[config.mk]
export PLATFORM = sky130hd
export DESIGN_NAME = pearray_feeder
export DESIGN_NICKNAME = d
export VERILOG_FILES = /design/src/rtl/pearray_pkg.sv /design/src/rtl/pearray_row_packer.sv /design/src/rtl/pearray_feeder.sv
export SDC_FILE = /design/constraint.sdc
export NUM_CORES = 1
export LEC_CHECK = 0
export CAP_MARGIN = 20
export CORE_MARGIN = 1.5
export CORE_UTILIZATION = 40
export CTS_BUF_LIST = sky130_fd_sc_hd__clkbuf_4 sky130_fd_sc_hd__clkbuf_8
export CTS_CLUSTER_DIAMETER = 200
export DETAILED_ROUTE_END_ITERATION = 10
export GPL_TIMING_DRIVEN = 0
export PLACE_DENSITY = 0.66
export SETUP_SLACK_MARGIN = 0.05
export SLEW_MARGIN = 5
export SYNTH_ARGS = -nofsm -noshare
export SYNTH_HDL_FRONTEND = slang
export SYNTH_HIERARCHICAL = 1
export SYNTH_SLANG_ARGS = --single-unit
[constraint.sdc]
create_clock -name clk -period 3.3 [get_ports clk]
set_input_delay 0.495 -clock clk [delete_from_list [all_inputs] [get_ports clk]]
set_output_delay 0.495 -clock clk [all_outputs]
set_load 0.05 [all_outputs]
[src/rtl/pearray_pkg.sv]
// Shared types and default sizes for the PE-array feeder.
// Lanes are packed lane k at [k*DATA_WIDTH +: DATA_WIDTH].
package pearray_pkg;
  localparam int PENUM      = 8;
  localparam int DATA_WIDTH = 16;

  typedef logic [DATA_WIDTH-1:0] word_t;
  typedef word_t row_t [PENUM];

  typedef enum logic [1:0] {
    IDLE,
    BIAS,
    ACT,
    TAIL
  } feeder_state_e;
endpackage

[src/rtl/pearray_row_packer.sv]
// Collects one row of PENUM words lane by lane and presents the completed
// row (zero-padded past the current lane) together with a full strobe.
module pearray_row_packer #(
  parameter int PENUM      = 8,
  parameter int DATA_WIDTH = 16
) (
  input  logic                        clk,
  input  logic                        rst_n,
  input  logic                        wr_en,
  input  logic                        last,
  input  logic [DATA_WIDTH-1:0]       data,
  output logic                        lane_end,
  output logic                        full,
  output logic                        pad,
  output logic [PENUM*DATA_WIDTH-1:0] row
);
  localparam int LANE_W = (PENUM > 1) ? $clog2(PENUM) : 1;

  logic [LANE_W-1:0]     lane_q, lane_d;
  logic [DATA_WIDTH-1:0] shadow_q [PENUM];

  assign lane_end = (lane_q == LANE_W'(PENUM - 1));
  assign full     = wr_en && (lane_end || last);
  assign pad      = wr_en && last && !lane_end;

  always_comb begin
    lane_d = lane_q;
    if (full) begin
      lane_d = '0;
    end else if (wr_en) begin
      lane_d = lane_q + 1'b1;
    end
  end

  always_ff @(posedge clk or negedge rst_n) begin
    if (!rst_n) begin
      lane_q <= '0;
      for (int k = 0; k < PENUM; k++) shadow_q[k] <= '0;
    end else begin
      lane_q <= lane_d;
      if (wr_en) shadow_q[lane_q] <= data;
    end
  end

  // Lanes beyond the current one belong to an older row, so they read as zero.
  always_comb begin
    row = '0;
    for (int k = 0; k < PENUM; k++) begin
      if (LANE_W'(k) < lane_q) begin
        row[k*DATA_WIDTH +: DATA_WIDTH] = shadow_q[k];
      end else if (LANE_W'(k) == lane_q) begin
        row[k*DATA_WIDTH +: DATA_WIDTH] = data;
      end
    end
  end
endmodule

[src/rtl/pearray_feeder.sv]
// Unpacks a serial word stream into seed / bias row / activation rows for
// the PE array. Optional issued-row counter enabled by FEEDER_STATS_EN.
//
// state | meaning
// IDLE  | waiting for the tile seed word (goes to infifo)
// BIAS  | collecting the bias row
// ACT   | collecting activation rows, each issued over arr_valid/arr_ready
// TAIL  | last row issued, waiting for it to be consumed
module pearray_feeder #(
  parameter int PENUM      = pearray_pkg::PENUM,
  parameter int DATA_WIDTH = pearray_pkg::DATA_WIDTH
`ifdef FEEDER_STATS_EN
  , parameter int CNT_W    = 16
`endif
) (
  input  logic                        clk,
  input  logic                        rst_n,
  input  logic                        s_valid,
  output logic                        s_ready,
  input  logic [DATA_WIDTH-1:0]       s_data,
  input  logic                        s_last,
  output logic                        arr_valid,
  input  logic                        arr_ready,
  output logic [PENUM*DATA_WIDTH-1:0] iarray,
  output logic [PENUM*DATA_WIDTH-1:0] ibiasarray,
  output logic [DATA_WIDTH-1:0]       infifo,
  output logic                        tile_done,
  output logic                        err
`ifdef FEEDER_STATS_EN
  , output logic [CNT_W-1:0]          row_count
`endif
);
  import pearray_pkg::*;

  feeder_state_e state_q, state_d;

  logic [PENUM*DATA_WIDTH-1:0] iarray_q, ibias_q;
  logic [DATA_WIDTH-1:0]       infifo_q;
  logic                        arr_valid_q, arr_valid_d;
  logic                        tile_done_q;
  logic                        last_q, last_d;
  logic                        err_q, err_d;

  logic accept, consume;
  logic bias_wr, act_wr;
  logic bias_end, bias_full, bias_pad;
  logic act_end, act_full, act_pad;
  logic [PENUM*DATA_WIDTH-1:0] bias_row, act_row;
  logic unused_bias;

  assign accept  = s_valid && s_ready;
  assign consume = arr_valid_q && arr_ready;
  assign bias_wr = accept && (state_q == BIAS);
  assign act_wr  = accept && (state_q == ACT);

  pearray_row_packer #(.PENUM(PENUM), .DATA_WIDTH(DATA_WIDTH)) u_bias_packer (
    .clk      (clk),
    .rst_n    (rst_n),
    .wr_en    (bias_wr),
    .last     (1'b0),
    .data     (s_data),
    .lane_end (bias_end),
    .full     (bias_full),
    .pad      (bias_pad),
    .row      (bias_row)
  );

  pearray_row_packer #(.PENUM(PENUM), .DATA_WIDTH(DATA_WIDTH)) u_act_packer (
    .clk      (clk),
    .rst_n    (rst_n),
    .wr_en    (act_wr),
    .last     (s_last),
    .data     (s_data),
    .lane_end (act_end),
    .full     (act_full),
    .pad      (act_pad),
    .row      (act_row)
  );

  assign unused_bias = bias_end ^ bias_pad;

  // A word that would complete a row (full lane or early last) must wait
  // while the previous row is still unconsumed.
  always_comb begin
    s_ready = 1'b0;
    case (state_q)
      IDLE:    s_ready = 1'b1;
      BIAS:    s_ready = !arr_valid_q;
      ACT:     s_ready = !((act_end || s_last) && arr_valid_q && !arr_ready);
      default: s_ready = 1'b0;
    endcase
  end

  always_comb begin
    state_d = state_q;
    case (state_q)
      IDLE:    if (accept) state_d = BIAS;
      BIAS:    if (bias_full) state_d = ACT;
      ACT:     if (act_full && s_last) state_d = TAIL;
      TAIL:    if (consume) state_d = IDLE;
      default: state_d = IDLE;
    endcase
  end

  always_comb begin
    arr_valid_d = arr_valid_q;
    if (act_full) begin
      arr_valid_d = 1'b1;
    end else if (consume) begin
      arr_valid_d = 1'b0;
    end

    last_d = last_q;
    if (act_full && s_last) begin
      last_d = 1'b1;
    end else if (consume) begin
      last_d = 1'b0;
    end

    err_d = err_q || act_pad || bias_pad ||
            (accept && s_last && (state_q == IDLE || state_q == BIAS));
  end

  always_ff @(posedge clk or negedge rst_n) begin
    if (!rst_n) begin
      state_q     <= IDLE;
      iarray_q    <= '0;
      ibias_q     <= '0;
      infifo_q    <= '0;
      arr_valid_q <= 1'b0;
      tile_done_q <= 1'b0;
      last_q      <= 1'b0;
      err_q       <= 1'b0;
    end else begin
      state_q     <= state_d;
      arr_valid_q <= arr_valid_d;
      last_q      <= last_d;
      err_q       <= err_d;
      tile_done_q <= consume && last_q;
      if (accept && state_q == IDLE) infifo_q <= s_data;
      if (bias_full) ibias_q <= bias_row;
      if (act_full) iarray_q <= act_row;
    end
  end

  assign iarray     = iarray_q;
  assign ibiasarray = ibias_q;
  assign infifo     = infifo_q;
  assign arr_valid  = arr_valid_q;
  assign tile_done  = tile_done_q;
  assign err        = err_q;

`ifdef FEEDER_STATS_EN
  logic [CNT_W-1:0] row_count_q;

  always_ff @(posedge clk or negedge rst_n) begin
    if (!rst_n) begin
      row_count_q <= '0;
    end else if (consume && (row_count_q != '1)) begin
      row_count_q <= row_count_q + 1'b1;
    end
  end

  assign row_count = row_count_q;
`endif
endmodule

==> flow_metrics.tcl <==
set metrics [dict create \
    crit_type "reg2reg" \
    finalSetupViolations 0 \
    ys_ff_latch 508 \
    clock-sinks 508 \
    synth_area_leaders "dfrtp_1 (55%), mux2_2 (18%), nand2_1 (5.4%)" \
    maxSlewHeadroom_pct 38.90 \
    power.density_nw_per_um2 976.8 \
    drive_above_1_share_pct 26.51 \
    finalCritPeriodShare_pct 94.10 \
    gp_congestion 0.8964 \
    placedCellCount 3034 \
    startpoint_type "flop" \
    yosys.cell_types.count 37 \
    crit_arrival_ps 3660 \
    cts_tree "yes" \
    cellInternalPower_uw 16520 \
    layout_common_cells "dfrtp_1 (508), mux2_2 (373), nand2_1 (330), clkdlybuf4s50_1 (294), o21ai_0 (151)" \
    slew_viol_final 0 \
    synthesis.area_um2 23090 \
    maxCapViolations 0 \
    clock_path_buffers 3 \
    fmaxAchievable_mhz 322.0 \
    synth-seq-area-share_pct 55.06 \
    overflow 0 \
    dr_total_vias 16690 \
    leakagePower_uw 0.01332 \
    n_fill_cell 4960 \
    ant_nets 0 \
    clk_pin_slew_worst_paths_ps 60 \
    fin_ws_ps 194.7 \
    crit_required_ps 3850 \
    dieArea_um2 59170 \
    fin_nets 2409 \
    status "finished, final reports clean" \
    fin_skew_ps 36.04 \
    num_io_pins 297 \
    holdCritPathClass "in2async" \
    drt-total-wl_um 68950 \
    regToRegSetupSlack_ps 190 \
    pre_cts_slack_ps -373.8 \
    r2r-end "iarray[58]" \
    syn_avg_cell_area_um2 11.68 \
    drtIter0Drc 1100 \
    worstReg2RegStart "u_act_packer/lane_q[0]" \
    ff2ff_path_depth 11 \
    switching_share_pct 41.97 \
    antenna_found_initial 3 \
    netlist.area_leader.share_pct 55.06 \
    crit_fanout 11 \
    final_cells 3198 \
    critPathCaptureType "flop" \
    p_clk_share_pct 21.1 \
    die_w_um 243.2 \
    fin_tns_setup_ps 0 \
    wire_per_inst_um 21.56 \
    port_buffers 296 \
    rsz0062_at_grt "false" \
    ys_async_sr_fraction_pct 100.0 \
    comb_power_share_pct 44.5 \
    first_global_vias 17450 \
    grt_use_total_pct 23.41 \
    seqPwrFrac_pct 34.5 \
    syn_inst 1976 \
    yosys.area.top_type "dfrtp_1" \
    fp-row-count 87 \
    synth_edf_count 0 \
    drcViolationCount 0 \
    fin_crit_ps 3105 \
    cts_root_buffer "clkbuf_8" \
    die_h_um 243.2 \
    areaGrowthSynthToFinish_pct 26.22 \
    htree_num_levels 3 \
    clk_latency_ps 680 \
    power.net_switching_uw 11950 \
    cts_made_buffers 87 \
    vias_per_cell 5.219 \
    vdd_ir_drop_max_v 0.0006049 \
    grt_pass1_wl_um 105700 \
    utilization_pct 51.38 \
    layout.cells.most_common "dfrtp_1" \
    yosys_most_used_dff "dfrtp_1" \
    drt_pre_antenna_iters 6 \
    worst_pin_slew_ps 916.4 \
    finalHoldViolCount 0 \
    start_util_pct 40.71 \
    core_area_um2 56710 \
    hpwl_um 49160 \
    grt_start_max_net_pins 121 \
    ys_warn_count 6 \
]
==> cells in the mapped netlist, types with 2 or more instances <==
| cell | instances |
|---|---|
| dfrtp_1 | 508 |
| mux2_2 | 373 |
| nand2_1 | 330 |
| o21ai_0 | 151 |
| mux2_1 | 103 |
| clkbuf_1 | 101 |
| and2_1 | 68 |
| buf_2 | 49 |
| o21ai_1 | 46 |
| nor2_1 | 38 |
| nand3_1 | 36 |
| a21oi_1 | 35 |
| o21a_1 | 33 |
| mux2_4 | 21 |
| ha_1 | 13 |
| buf_4 | 12 |
| or3_1 | 8 |
| inv_1 | 7 |
| buf_1 | 6 |
| nand2b_1 | 6 |
| nor2_4 | 4 |
| nor3_2 | 4 |
| buf_6 | 3 |
| inv_2 | 3 |
| or2_1 | 3 |
| a21o_1 | 2 |
| nor2b_1 | 2 |
| o31ai_1 | 2 |
==> repair_timing <==
item                                   in CTS  in global routing
gates resized for setup                    13                 20
endpoints found under the hold margin      84                  0
setup endpoints to repair                 240                356
buffers inserted                            0                  7
hold buffers                                1                  0
pin swaps                                   0                  3
==> final cells by class <==
class                   instances  area, um2  share of cell area (%)
repair buffers                308       3154                   10.82
well taps                     756      945.9                   3.246
plain buffers                 171      819.5                   2.812
clock buffers                 140       1752                   6.011
inverters                      10      37.54                  0.1288
clock inverters                15      106.4                  0.3650
flip-flops and latches        508      12710                   43.62
diodes                          1      2.502                0.008587
multi-input cells            1289       9610                   32.98
==> worst max path at each step <==
stage | from | end | slack, ps | cells after the start
after global placement | rst_n | iarray[105] | -20420 | 1
after detailed placement | s_last | ibiasarray[84] | -370 | 10
final | u_act_packer/lane_q[0] | iarray[58] | 190 | 11
after global routing | u_act_packer/lane_q[0] | u_act_packer/shadow_q[40] | 50 | 12
after floorplan | u_act_packer/lane_q[0] | u_act_packer/shadow_q[58] | 590 | 12
after CTS | u_act_packer/lane_q[0] | u_act_packer/shadow_q[53] | 50 | 12
==> state kept, by name (all words and copies together) (netlist names) <==
name                    count
iarray                    128
ibiasarray                128
u_act_packer/shadow_q     112
u_bias_packer/shadow_q    112
infifo                     16
u_act_packer/lane_q         3
u_bias_packer/lane_q        3
state_q                     2
arr_valid                   1
err                         1
last_q                      1
tile_done                   1
==> kinds of logic (layout without fill, tap and decap cells) <==
logic type               Yosys count  after routing  share of synthesized area [%]
AND/OR/NAND/NOR                  503            503                          9.652
other                              1              4                        0.01624
flip-flops                       508            508                          55.06
AO/OA/AOI/OAI                    272            272                          6.438
multiplexers                     498            498                          24.63
adder cells (fa/ha/maj)           13             13                         0.7045
buffers and inverters            181            644                          3.501
==> per-stage QoR <==
stage                     power, uW  hold slack [ps]  cell area, um2
after global routing          29910            437.8           29140
after global placement        22220            457.5           27000
after detailed placement      22470            463.1           27120
after CTS                     28620            381.8           29020
after floorplan               18020            199.4           23090
final                         28470            409.7           29140
==> layer usage <==
layer  track usage (%)  up-vias  share of wire, %  wire length (um)
li1                  -     7540                 -                 -
met1             30.00     8470                42             29000
met2             38.35      551                48             33370
met3             5.153      123               6.3              4317
met4             9.536        6               3.2              2222
met5                 0        -             0.049                34
==> critical path, cell delays in order (launching register included) <==
cell and delay, ps:
dfrtp_1 440, ha_1 230, ha_2 250, nor2_1 140
o21ai_0 140, a21oi_2 210, and2_1 150, buf_4 150
nor2b_2 280, buf_4 290, buf_2 320, mux2_2 370
==> power by group through the flow <==
stage	sequential, uW	clock, uW	combinational [uW]
after global placement	9840	0	12400
final	9810	6000	12700
after floorplan	13300	0	4740
after CTS	9790	6170	12700
after global routing	10100	6460	13400
after detailed placement	9880	0	12600
Note: power is estimated with default switching activity, not from simulation.
